`src/rtl/alu_scheduler_pkg.sv`:
```
// Shared control types: ALU operation codes and the scheduler FSM states.
package pck_control;

  localparam int ALU_OP_W = 5;

  typedef enum logic [ALU_OP_W-1:0] {
    alu_nop = 5'd0,
    alu_add = 5'd1,
    alu_sub = 5'd2,
    alu_and = 5'd3,
    alu_or  = 5'd4,
    alu_xor = 5'd5,
    alu_sll = 5'd6,
    alu_srl = 5'd7
  } sel_alu_op_e;

  typedef enum logic [1:0] {
    IDLE,
    ISSUE,
    WAIT,
    RESP
  } sched_state_e;

endpackage

```
`src/rtl/alu_sched_arbiter.sv`:
```
// Combinational requester arbiter: one-hot grant plus encoded index.
// ALU_SCHED_RR_EN selects round-robin from ptr; otherwise lowest index wins.
module alu_sched_arbiter #(
  parameter int N_REQ = 4,
  parameter int ID_W  = $clog2(N_REQ)
) (
  input  logic [N_REQ-1:0] req,
`ifdef ALU_SCHED_RR_EN
  input  logic [ID_W-1:0]  ptr,
`endif
  output logic [N_REQ-1:0] grant,
  output logic [ID_W-1:0]  idx
);

  logic            found;
  logic [ID_W-1:0] cand;
`ifdef ALU_SCHED_RR_EN
  logic [ID_W:0]   sum;
`endif

  // Walk candidates in priority order; the first requesting one wins.
  always_comb begin
    grant = '0;
    idx   = '0;
    found = 1'b0;
    cand  = '0;
`ifdef ALU_SCHED_RR_EN
    sum   = '0;
`endif
    for (int i = 0; i < N_REQ; i++) begin
`ifdef ALU_SCHED_RR_EN
      sum = {1'b0, ptr} + (ID_W+1)'(i);
      if (sum >= (ID_W+1)'(N_REQ)) begin
        sum = sum - (ID_W+1)'(N_REQ);
      end
      cand = sum[ID_W-1:0];
`else
      cand = ID_W'(i);
`endif
      if (!found && req[cand]) begin
        found       = 1'b1;
        grant[cand] = 1'b1;
        idx         = cand;
      end
    end
  end

endmodule

```
`src/rtl/alu_scheduler.sv`:
```
// Shares one ALU among N_REQ requesters: arbitrate, issue, wait fixed latency, respond.
// Optional ALU_SCHED_RR_EN enables round-robin arbitration (default: fixed priority).
module alu_scheduler
  import pck_control::*;
#(
  parameter int BITS    = 8,
  parameter int N_REQ   = 4,
  parameter int ALU_LAT = 2
) (
  input  logic                      i_clk,
  input  logic                      i_rst_n,
  input  logic [N_REQ-1:0]          i_req_valid,
  output logic [N_REQ-1:0]          o_req_ready,
  input  logic [N_REQ*ALU_OP_W-1:0] i_req_op,
  input  logic [N_REQ*BITS-1:0]     i_req_a,
  input  logic [N_REQ*BITS-1:0]     i_req_b,
  output logic [ALU_OP_W-1:0]       o_alu_sel_op,
  output logic [BITS-1:0]           o_alu_op_a,
  output logic [BITS-1:0]           o_alu_op_b,
  input  logic [BITS-1:0]           i_alu_res,
  output logic                      o_rsp_valid,
  input  logic                      i_rsp_ready,
  output logic [$clog2(N_REQ)-1:0]  o_rsp_id,
  output logic [BITS-1:0]           o_rsp_data
);

  localparam int ID_W  = $clog2(N_REQ);
  localparam int CNT_W = $clog2(ALU_LAT + 1);

  sched_state_e        state, state_nx;
  logic [ALU_OP_W-1:0] hold_op, sel_op;
  logic [BITS-1:0]     hold_a, hold_b, sel_a, sel_b;
  logic [ID_W-1:0]     hold_id, grant_idx;
  logic [CNT_W-1:0]    cnt;
  logic [BITS-1:0]     rsp_data;
  logic [N_REQ-1:0]    grant;
  logic                accept;
`ifdef ALU_SCHED_RR_EN
  logic [ID_W-1:0]     ptr;
`endif

  alu_sched_arbiter #(
    .N_REQ (N_REQ),
    .ID_W  (ID_W)
  ) u_arbiter (
    .req   (i_req_valid),
`ifdef ALU_SCHED_RR_EN
    .ptr   (ptr),
`endif
    .grant (grant),
    .idx   (grant_idx)
  );

  // Grant is only offered in IDLE and is forced low while reset is asserted.
  assign accept      = (state == IDLE) && (|grant);
  assign o_req_ready = (i_rst_n && state == IDLE) ? grant : '0;

  always_comb begin
    sel_op = '0;
    sel_a  = '0;
    sel_b  = '0;
    for (int k = 0; k < N_REQ; k++) begin
      if (grant[k]) begin
        sel_op = i_req_op[k*ALU_OP_W +: ALU_OP_W];
        sel_a  = i_req_a[k*BITS +: BITS];
        sel_b  = i_req_b[k*BITS +: BITS];
      end
    end
  end

  always_comb begin
    state_nx = state;
    case (state)
      IDLE:    if (accept) state_nx = ISSUE;
      ISSUE:   state_nx = WAIT;
      WAIT:    if (cnt == '0) state_nx = RESP;
      RESP:    if (i_rsp_ready) state_nx = IDLE;
      default: state_nx = IDLE;
    endcase
  end

  always_ff @(posedge i_clk or negedge i_rst_n) begin
    if (!i_rst_n) begin
      state    <= IDLE;
      hold_op  <= alu_nop;
      hold_a   <= '0;
      hold_b   <= '0;
      hold_id  <= '0;
      cnt      <= '0;
      rsp_data <= '0;
`ifdef ALU_SCHED_RR_EN
      ptr      <= '0;
`endif
    end else begin
      state <= state_nx;
      case (state)
        IDLE: begin
          if (accept) begin
            hold_op <= sel_op;
            hold_a  <= sel_a;
            hold_b  <= sel_b;
            hold_id <= grant_idx;
`ifdef ALU_SCHED_RR_EN
            ptr     <= (grant_idx == ID_W'(N_REQ-1)) ? '0 : grant_idx + 1'b1;
`endif
          end
        end
        ISSUE: cnt <= CNT_W'(ALU_LAT-1);
        WAIT: begin
          if (cnt == '0) begin
            rsp_data <= i_alu_res;
          end else begin
            cnt <= cnt - 1'b1;
          end
        end
        default: ;
      endcase
    end
  end

  // ALU pins carry the held operation only while it is in flight.
  always_comb begin
    o_alu_sel_op = alu_nop;
    o_alu_op_a   = '0;
    o_alu_op_b   = '0;
    if (state == ISSUE || state == WAIT) begin
      o_alu_sel_op = hold_op;
      o_alu_op_a   = hold_a;
      o_alu_op_b   = hold_b;
    end
  end

  assign o_rsp_valid = (state == RESP);
  assign o_rsp_id    = hold_id;
  assign o_rsp_data  = rsp_data;

endmodule

```
`config.mk`:
```
export PLATFORM = sky130hd
export DESIGN_NAME = alu_scheduler
export DESIGN_NICKNAME = d
export VERILOG_FILES = /design/src/rtl/alu_scheduler_pkg.sv /design/src/rtl/alu_sched_arbiter.sv /design/src/rtl/alu_scheduler.sv
export SDC_FILE = /design/constraint.sdc
export NUM_CORES = 1
export LEC_CHECK = 0
export CAP_MARGIN = 5
export CORE_ASPECT_RATIO = 1.4
export CORE_UTILIZATION = 41
export DETAILED_ROUTE_END_ITERATION = 10
export GPL_ROUTABILITY_DRIVEN = 0
export GPL_TIMING_DRIVEN = 0
export PLACE_DENSITY = 0.95
export SLEW_MARGIN = 20
export SYNTH_ARGS = -nofsm -noshare
export SYNTH_HDL_FRONTEND = slang
export SYNTH_SLANG_ARGS = --single-unit
```
`constraint.sdc`:
```
create_clock -name i_clk -period 4.53 [get_ports i_clk]
set_input_delay 1.359 -clock i_clk [delete_from_list [all_inputs] [get_ports i_clk]]
set_output_delay 1.359 -clock i_clk [all_outputs]
set_load 0.03 [all_outputs]
```
* Word level (Yosys, flattened, before mapping)
Index checks and enable logic that the tools add are counted.
Cells by class: mux-type cells 31, reductions and logical operators 17, add/subtract/negate cells 1, equality and inequality tests 7
Operators by type and width (number):
- $mux 8 | 10
- $mux 5 | 5
- $mux 2 | 6
- $pmux 2 s4 | 1
- $mux 1 | 7
- $ne 2x2->1 const B | 3
- $reduce_and 2->1 | 3
- $logic_and 1x1->1 | 5
- $eq 2x2->1 const B | 2
- $logic_not 2->1 | 2
- $mux 4 | 1
- $pmux 2 s2 | 1
- $reduce_or 4->1 | 1
- $logic_not 1->1 | 3
- $reduce_and 3->1 | 1
- $eq 2x1->1 const B | 1
- $ne 2x1->1 const B | 1
- $reduce_bool 2->1 | 1
- $sub 2x1->2 const B | 1
- $logic_or 1x1->1 | 1
Storage, ports and cells: bits in registers 35, output and inout bits 36, bits of input ports 99

* Logic depth before layout (Yosys ltp)
depth in word-level cells 14, gate-level depth with buffers 6, mapped depth without buffers 5

* Cells and area by module
A second synthesis with hierarchy kept.
Unflattened totals: cells, all modules 210, area total of the unflattened synthesis 2062.0 um^2
Modules (own cells, without submodules):
- alu_scheduler | area each 1998.2 um^2, instances 1, cells an instance 201
- alu_sched_arbiter | area each 63.8 um^2, instances 1, cells an instance 9

* Worst setup path before layout
Ideal clock, no wire load.
path type input-to-output, start input port i_req_valid[2], end output port o_req_ready[2], stages 3, slack 1.005 ns, data arrival time 2.166 ns, cell sequence buf_4 -> clkbuf_1 -> and4_1
Between the ends: longest elaborated chain between the ends 3
Ends and longest elaborated chain:
- from (decl) | RTL line alu_scheduler.sv:12 | input logic [N_REQ-1:0] i_req_valid,
- $logic_and 1x1->1 | RTL line alu_sched_arbiter.sv:40 | if (!found && req[cand]) begin
- $mux 1 | RTL line alu_sched_arbiter.sv:40
- $mux 4 | RTL line alu_scheduler.sv:56 | assign o_req_ready = (i_rst_n && state == IDLE) ? grant : '0;
- to (decl) | RTL line alu_scheduler.sv:13 | output logic [N_REQ-1:0] o_req_ready,
No other way between the ends.

* Worst setup path in the final report
start input port i_req_valid[0], end output port o_req_ready[0]
Between the ends: longest elaborated chain between the ends 2
Ends and longest elaborated chain (RTL line):
- $mux 1 | alu_sched_arbiter.sv:40
- $mux 4 | alu_scheduler.sv:56
No other way between the ends.

==> results by group <==
Routing
  • Vias per inst: 6.07
  • WL per Instance: 19.2 um
  • First-pass DRT Iterations: 7
  • # DRC: 0
  • Antenna Nets Post-Route: 0
  • DR vias: 2,720
  • Iter 0 DRT Violations: 194
  • Drt total wl: approximately 8600 um

Synthesis
  • Largest family of logic cells by synthesized area: compound AO/OA/AOI/OAI gates
  • Mapped Nets: 342
  • Synth Instances: around 240
  • Simple-Gate Fraction of Synth Area: 10.9%
  • Avg Cell Area, Syn: ~10 um2
  • XOR/XNOR share of the synthesized area: 0%
  • Post-Syn Area: 2310 um2
  • Adder-Cell Fraction of Synth Area: under 10%
  • Netlist cell types: 32
  • Compound-Gate Fraction of Synth Area: 36.3%
  • Yosys Warn Count: 0
  • Sequential element share of the synthesized area: 37.9%
  • Number of synthesized register bits: 35
  • Mux cell area share after synthesis: 4.81%

Floorplanning
  • Core area: 5490 um2
  • Die Wd: 65.5 um
  • FP Rows: 32
  • Initial core utilization: 42.2%
  • IO Pins: 135
  • Die area: slightly below 6000 um2
  • Die Span Y: 90.9 um

Worst setup path
  • Slowest stage cell, crit path: clkdlybuf4s50_1
  • Count of buffer and inverter cells on the critical path: 4
  • Critical Path Start Type: input port
  • Critical Path, Cell by Cell: clkdlybuf4s50_1 > buf_4 > buf_2 > and3_1 > dlygate4sd2_1
  • Critical Path End Type: primary output
  • Reg2reg setup slack: 2.55 ns
  • Worst path arrival time: 3.02 ns
  • Crit Path Category: input port to primary output
  • CP Max Fanout: 10
  • Worst path max stage delay: roughly 0.62 ns
  • Worst endpoint required time: 3.17 ns
  • CP delay by family, top: buffers and inverters

Cells and area
  • Final #Nets: 483
  • Share of cells above drive strength 1: 10.3%
  • Layout-stage area growth over the synthesis result: 67.3%
  • Most common cell after layout, fill and taps aside: clkdlybuf4s50_1
  • Fin util: 70.6%
  • Antenna diodes: 0
  • Most frequent cells in the layout: clkdlybuf4s50_1 (128), a211oi_1 (40), dfrtp_1 (35)

Place
  • Post-place setup slack: -0.120 ns
  • Detailed placement HPWL: between 6000 and 7000 um
  • Port Buf Inserts: roughly 130

STA
  • Slew @ Worst Pin: ~0.54 ns
  • Crit path time final: about 4.4 ns
  • Setup TNS: 0 ns
  • Final WS setup: about 0.15 ns
  • RSZ-0062 raised after global routing: false
  • Fin crit share: 96.7%
  • Setup-failing EPs final: 0
  • Rel. slew slack: 64.2%
  • Slew Viols, Final: 0
  • Hold Slack: 0.486 ns
  • Fin Clk Skew: 0.00613 ns
  • Final hold violations: 0
  • Fmax: roughly 230 MHz

GRT
  • Total track usage: roughly 30%
  • Global route overflow: 0
  • Vias in the first global route: 2,818
  • Largest net degree at the start of global routing: 27
  • Initial antenna violation count: 0
  • Global-route wire length before repair: roughly 13,000 um

Worst hold path
  • Worst hold path class: flip-flop to flip-flop

Clock network
  • Setup Buffers After CTS: 0
  • Clock Tree Buf Depth: 2
  • TritonCTS buffer count: 5
  • Clk slew on worst S/H paths: 0.08 ns
  • CTS tree: yes
  • H-tree levels: 2
  • Clock Latency Late Sink: roughly 0.3 ns
  • Sink Count: 35
  • Post-CTS Hold Fix Bufs: 0
  • Root Buffer: clkbuf_8

Outcome
  • Outcome: finished, final reports clean

Power and ir drop
  • Power Density: 600 nW/um2
  • Leakage: roughly 1.5 nW
  • Max IR drop VDD: 0.371 mV

Run
  • Max-cap violation count: 0
## where the power goes
group / internal [mW] / switching [mW]
clock network: 0.164 / 0.124
registers: 0.468 / 0.0796
logic: 0.656 / 0.829
## stage by stage
step | total power [mW] | std cells | cell area [um2]
detailed placement | 2.03 | 440 | 3750
global placement | 1.98 | 439 | 3730
global route | 2.44 | 448 | 3870
finish | 2.32 | 448 | 3870
floorplan | 1.42 | 238 | 2310
CTS | 2.31 | 448 | 3860
## cells in the mapped netlist (all sizes together)
library cell | instances | area (um2)
clkbuf | 12 | 45.0
o21ai | 22 | 110
mux2i | 1 | 10.0
inv | 5 | 18.8
a31oi | 1 | 6.26
mux2 | 9 | 101
o21bai | 1 | 7.51
o31ai | 20 | 150
nor3b | 1 | 12.5
a21oi | 4 | 20.0
a211oi | 40 | 300
and2 | 22 | 138
clkinv | 1 | 3.75
nand2 | 3 | 11.3
nor2 | 4 | 15.0
and4 | 2 | 17.5
o21a | 1 | 7.51
a221oi | 2 | 23.8
dfrtp | 35 | 876
buf | 16 | 104
and3b | 1 | 8.76
o41ai | 1 | 27.5
and3 | 2 | 12.5
ha | 5 | 62.6
a32oi | 20 | 175
nor2b | 6 | 37.5
o221a | 1 | 11.3
## layer usage
layer	GRT usage, %	wire [um]
met1	33.6	2940
met2	51.0	4570
met3	5.56	574
met4	18.1	522
met5	0	0
## worst register-to-register path, stage by stage (launching register included)
cell and delay [ns]:
dfrtp_1 0.41, inv_1 0.15, ha_1 0.30, buf_2 0.25, clkbuf_1 0.37, o21ai_0 0.17
o31ai_1 0.24
## path summary, 6_finish.rpt
path                                     start  cells past startpoint             end
worst max-delay path            i_req_valid[0]                      5  o_req_ready[0]
worst min-delay path                 hold_a[7]                      2       hold_a[7]
worst max register to register        state[0]                      6      hold_op[0]
worst min register to register       hold_a[7]                      2       hold_a[7]
max in group asynchronous              i_rst_n                      2     o_rsp_id[0]
min in group asynchronous              i_rst_n                      1       hold_b[3]
## sequential cells by signal, indices dropped and copies added (netlist names)
| signal | count |
|---|---|
| hold_b | 8 |
| hold_op | 5 |
| o_rsp_id | 2 |
| o_rsp_data | 8 |
| hold_a | 8 |
| state | 2 |
| cnt | 2 |
## final cells by class
cell class,count,area (um2)
Timing Repair Buffer,134,1360
Multi-Input combinational cell,169,1270
Fill cell,401,1610
Tap cell,68,85.1
Buffer,28,149
Clock buffer,5,68.8
Inverter,6,22.5
Sequential cell,35,876
Clock inverter,3,43.8
## cells by family after synthesis
| logic type | count (synthesis) |
|---|---|
| AOI/OAI and AO/OA | 113 |
| muxes | 10 |
| DFF | 35 |
| buffers and inverters | 34 |
| adders and majority gates | 5 |
| and+or+nand+nor | 41 |
## repair_timing
item,4_1_cts,5_1_grt
setup endpoints to repair,1,3
endpoints found under the hold margin,0,0
resized for setup,1,3
Note: power is estimated with default switching activity, not from simulation.
